===== src/rtl/ecc_sed_pipe_encoder.sv =====
// Single-error-detect parity encoder with interleaved parity groups,
// a registered output stage, a one-entry skid buffer, a one-shot
// parity-corruption hook and a saturating accepted-beat counter.
module ecc_sed_pipe_encoder #(
    parameter int DATA_W     = 12,
    parameter int GROUPS     = 1,
    parameter int ODD_PARITY = 1,
    parameter int CNT_W      = 16
) (
    input  logic                     clk,
    input  logic                     rst,
    input  logic                     in_valid,
    output logic                     in_ready,
    input  logic [DATA_W-1:0]        in_data,
    output logic                     out_valid,
    input  logic                     out_ready,
    output logic [DATA_W+GROUPS-1:0] out_codeword,
    input  logic                     inj_arm,
    output logic                     inj_pending,
    output logic [CNT_W-1:0]         beat_cnt
);

    localparam int   CW_W    = DATA_W + GROUPS;
    localparam logic ODD_BIT = (ODD_PARITY != 0);

    // Group g covers every data bit whose index is congruent to g mod GROUPS.
    function automatic logic [GROUPS-1:0] parity_of(input logic [DATA_W-1:0] d);
        logic [GROUPS-1:0] p;
        p = {GROUPS{ODD_BIT}};
        for (int g = 0; g < GROUPS; g++) begin
            for (int i = 0; i < DATA_W; i++) begin
                if ((i % GROUPS) == g) begin
                    p[g] = p[g] ^ d[i];
                end
            end
        end
        return p;
    endfunction

    logic              accept;
    logic              or_free;
    logic              corrupt;
    logic              sk_vld;
    logic              sk_vld_next;
    logic [GROUPS-1:0] par_p0;
    logic [CW_W-1:0]   cw_p0;
    logic [CW_W-1:0]   sk_cw;

    assign accept  = in_valid && in_ready;
    // OR can take a new codeword when it is empty or is being emptied now.
    assign or_free = !out_valid || out_ready;
    // A same-cycle arm also hits the beat being accepted.
    assign corrupt = accept && (inj_pending || inj_arm);
    // in_ready is high only while SK is empty, so SK never fills while already valid.
    assign sk_vld_next = or_free ? 1'b0 : (sk_vld || accept);

    // Stage p0: encode the incoming beat, flipping parity[0] when injecting.
    always_comb begin
        par_p0    = parity_of(in_data);
        par_p0[0] = par_p0[0] ^ corrupt;
        cw_p0     = {par_p0, in_data};
    end

    // Control state: output register, skid valid, ready, injection and counter.
    always_ff @(posedge clk) begin
        if (rst) begin
            out_valid    <= 1'b0;
            out_codeword <= '0;
            sk_vld       <= 1'b0;
            in_ready     <= 1'b0;
            inj_pending  <= 1'b0;
            beat_cnt     <= '0;
        end else begin
            if (or_free) begin
                if (sk_vld) begin
                    out_valid    <= 1'b1;
                    out_codeword <= sk_cw;
                end else if (accept) begin
                    out_valid    <= 1'b1;
                    out_codeword <= cw_p0;
                end else begin
                    out_valid    <= 1'b0;
                end
            end
            sk_vld   <= sk_vld_next;
            in_ready <= !sk_vld_next;
            if (accept) begin
                inj_pending <= 1'b0;
            end else if (inj_arm) begin
                inj_pending <= 1'b1;
            end
            if (accept && (beat_cnt != {CNT_W{1'b1}})) begin
                beat_cnt <= beat_cnt + CNT_W'(1);
            end
        end
    end

    // Stage p1: skid entry captures a full codeword when OR is stalled.
    always_ff @(posedge clk) begin
        if (accept && !or_free) begin
            sk_cw <= cw_p0;
        end
    end

endmodule


===== config.mk =====
export PLATFORM = sky130hd
export DESIGN_NAME = ecc_sed_pipe_encoder
export DESIGN_NICKNAME = d
export VERILOG_FILES = /design/src/rtl/ecc_sed_pipe_encoder.sv
export SDC_FILE = /design/constraint.sdc
export NUM_CORES = 1
export LEC_CHECK = 0
export BUFFER_PORTS_ARGS = -buffer_cell sky130_fd_sc_hd__buf_2
export CORE_MARGIN = 10
export CORE_UTILIZATION = 50
export CTS_CLUSTER_DIAMETER = 150
export DETAILED_ROUTE_END_ITERATION = 10
export HOLD_SLACK_MARGIN = 0.02
export PLACE_DENSITY = 0.86
export SYNTH_ARGS = -nofsm -noshare
export SYNTH_HDL_FRONTEND = slang
export SYNTH_SLANG_ARGS = --single-unit

===== constraint.sdc =====
create_clock -name clk -period 2.6 [get_ports clk]
set_input_delay 0.52 -clock clk [delete_from_list [all_inputs] [get_ports clk]]
set_output_delay 0.52 -clock clk [all_outputs]
set_load 0.02 [all_outputs]

==> summary.txt <==
Clock network
  – CTS sink count: 46
  – Number of buffers on the longest clock path: 2
  – Setup bufs post-CTS: 0
  – Htree depth: 2
  – Clk slew on worst S/H paths: 80 ps
  – Clk_lat worst skew: 290 ps
  – Post-CTS Resized: 0
  – CTS tree: built
  – CTS root buffer: clkbuf_8
  – CTS Hold Bufs: 0
  – Clock buffer count from CTS: 5

Worst setup path
  – Crit-path max FO: 16
  – WP data arrival: 2040 ps
  – Crit path kind: register to register
  – Worst path cell trace: ha_1 -> nand3_1 -> nor4_4 -> or3b_2 -> a21oi_1
  – CP endpoint kind: register
  – Worst EP required: 2780 ps
  – Reg2reg start: beat_cnt[0]$_SDFFE_PP0P_
  – Setup crit start: beat_cnt[0]$_SDFFE_PP0P_
  – Critical path launch point type: register
  – CP peak stage delay: 540 ps
  – Slowest CP cell: nor4_4
  – R2r setup slk: 740 ps

Power and ir drop
  – Power per cell area: 558 nW/µm²
  – Sw Share: 24.5%
  – Comb pwr share: 13.1%
  – Final Power: 1.36 mW
  – Pleak: 0.947 nW
  – Clock Power Share: 30.0%
  – Sw Pwr: 334 µW
  – Seq pwr share: 56.8%
  – P_int: 1.03 mW
  – Max VDD drop: 0.287 mV

Min path
  – Worst Hold Class: input pin to register
  – HP Start: in_data[9]

Placed design
  – Routability congestion estimate from global placement: 0.803
  – Pre-CTS setup slack: 619 ps
  – # port buffers: 48
  – Placed cells: 290
  – Cell Area, Placed: 2360 µm²
  – HPWL Detailed: 3490 µm

STA
  – WHS: 448 ps
  – Final Slew Violations: 0
  – Final hold vios: 0
  – Setup_tns: 0 ps
  – Clock skew: 4.91 ps
  – Worst-Margin Slew: 1050 ps
  – Post-route clock period utilization: 71.6%
  – Min Clock Period, post-route: 1860 ps
  – Max Fclk: 537 MHz
  – Rel. slew slack: 29.7%
  – Final setup vio count: 0
  – Post-route setup slack: 739 ps
  – RSZ-0062 raised after global routing: false

Yosys
  – Synth Cell Area: 2110 µm²
  – Top cells by count, synth: dfxtp_1 (33), nor2_1 (18), a21oi_1 (17)
  – Synth cell types: 38
  – Mapped Cells: 201
  – Ys async rst share: 0%
  – Primary FF master, synth: dfxtp_1
  – Post-synth EDFFs: 13
  – Sequential share of the synthesized area: 49.8%
  – Mapped Avg Cell Area: 10.5 µm²
  – Syn_nets: 219
  – Most numerous cell in the Yosys netlist: dfxtp_1
  – Synthesis warning total: 0
  – Area share of the largest cell type after synthesis: 31.3%
  – Area leader, netlist: dfxtp_1
  – Synth top area cells: dfxtp_1 (31%), edfxtp_1 (19%), mux2i_1 (5.7%), a211oi_1 (4.6%), o31ai_1 (4.3%)
  – #FFs+latches synth: 46

Cells and area
  – Share of cells above drive strength 1: 25.0%
  – Design Area, Final: 2440 µm²
  – Util after Layout: 60.7%
  – Fin nets: 265
  – Area grow syn2layout: 15.8%
  – Antenna cells: 0
  – Final Instance Count excl. Fillers: 298

Run
  – Max_cap viols: 0

GRT
  – Initial antenna violation count: 0
  – First-pass GRT wire length: 8000 µm
  – Global route total overflow: 0
  – Largest net degree at the start of global routing: 28
  – All-layer global routing usage: 13.1%
  – Vias in the first global route: 1695

Detailed routing
  – Initial DRC count: 111
  – Final antenna-violating net count: 0
  – DRT Pass-1 Iters: 5
  – Final WL: 4710 µm
  – Routed len/inst: 15.8 µm
  – DR vias/cell: 5.81
  – Via count: 1731
  – # DRC: 0

Floorplanning
  – Row count: 23
  – Width of the die: 85.0 µm
  – Io pins: 49
  – Starting Density: 52.4%
  – Die ar.: 7220 µm²
  – Die height: 85.0 µm
  – Core area: 4030 µm²

Status
  – Result of the run: complete, no violations
-- power by group through the flow --
stage                     Combinational (mW)  Clock (mW)  Sequential [mW]
after detailed placement               0.180           0            0.792
final                                  0.179       0.409            0.775
after global placement                 0.173           0            0.791
after CTS                              0.181       0.425            0.775
after global routing                   0.195       0.452            0.778
after floorplan                       0.0940           0            0.816
-- worst max-delay path: cells and delay by family, from the launching register on --
kind	cells	cell delay, ps
AND/OR/NAND/NOR	3	950
flip-flops	1	390
adder cells (fa/ha/maj)	1	370
AO/OA/AOI/OAI	1	50
-- metal layers --
metal	track usage, %	up-vias	part of all wire [%]
met4	5.09	0	1.7
met1	15.2	820	44
met3	4.11	8	5.1
met2	21.8	35	49
met5	0	-	0
li1	-	868	-
-- layout make-up --
type | count | area (µm²)
Multi-Input combinational cell | 138 | 968
Inverter | 5 | 18.8
Timing Repair Buffer | 51 | 263
Clock buffer | 8 | 80.1
Fill cell | 345 | 1590
Sequential cell | 46 | 1050
Tap cell | 50 | 62.6
-- cell families (layout without fill, tap and decap cells) --
group	after synthesis	in the layout	synth area share [%]
AND/OR/NAND/NOR	62	62	17.6
AO/OA/AOI/OAI	53	53	16.6
flip-flops	46	46	49.8
buffers and inverters	17	64	4.27
multiplexers	12	12	5.69
XOR/XNOR	10	10	5.46
adder cells (fa/ha/maj)	1	1	0.593
-- worst paths after layout --
check | to | cells past startpoint
setup / recovery | beat_cnt[1]$_SDFFE_PP0P_ | 5
hold reg to reg | out_codeword[2]$_SDFFE_PP0P_ | 2
setup reg to reg | beat_cnt[1]$_SDFFE_PP0P_ | 5
hold / removal | sk_cw[9]$_DFFE_PP_ | 1
-- flip-flops by register name, indices dropped and copies added (netlist names) --
| signal | cells |
|---|---|
| out_codeword | 13 |
| inj_pending | 1 |
| sk_cw | 13 |
| out_valid | 1 |
| sk_vld | 1 |
| beat_cnt | 16 |
| in_ready | 1 |
-- cells in the final DEF (no fill, tap or decap), types with 2 or more instances in the layout --
cell      instances
buf_2            48
dfxtp_1          33
nor2_1           18
a21oi_1          17
a211oi_1         13
edfxtp_1         13
mux2i_1          12
o31ai_1          12
or4_1            11
nand2_1           8
nand3_1           7
xnor2_1           5
inv_1             5
nand4_1           5
clkbuf_8          5
xor2_1            3
clkbuf_1          3
buf_4             3
o211ai_1          2
xnor3_1           2
and4_1            2
nor3_1            2
o21ai_0           2
or3_1             2
o21ai_1           2
No activity file was read; power rests on OpenSTA's default activity.
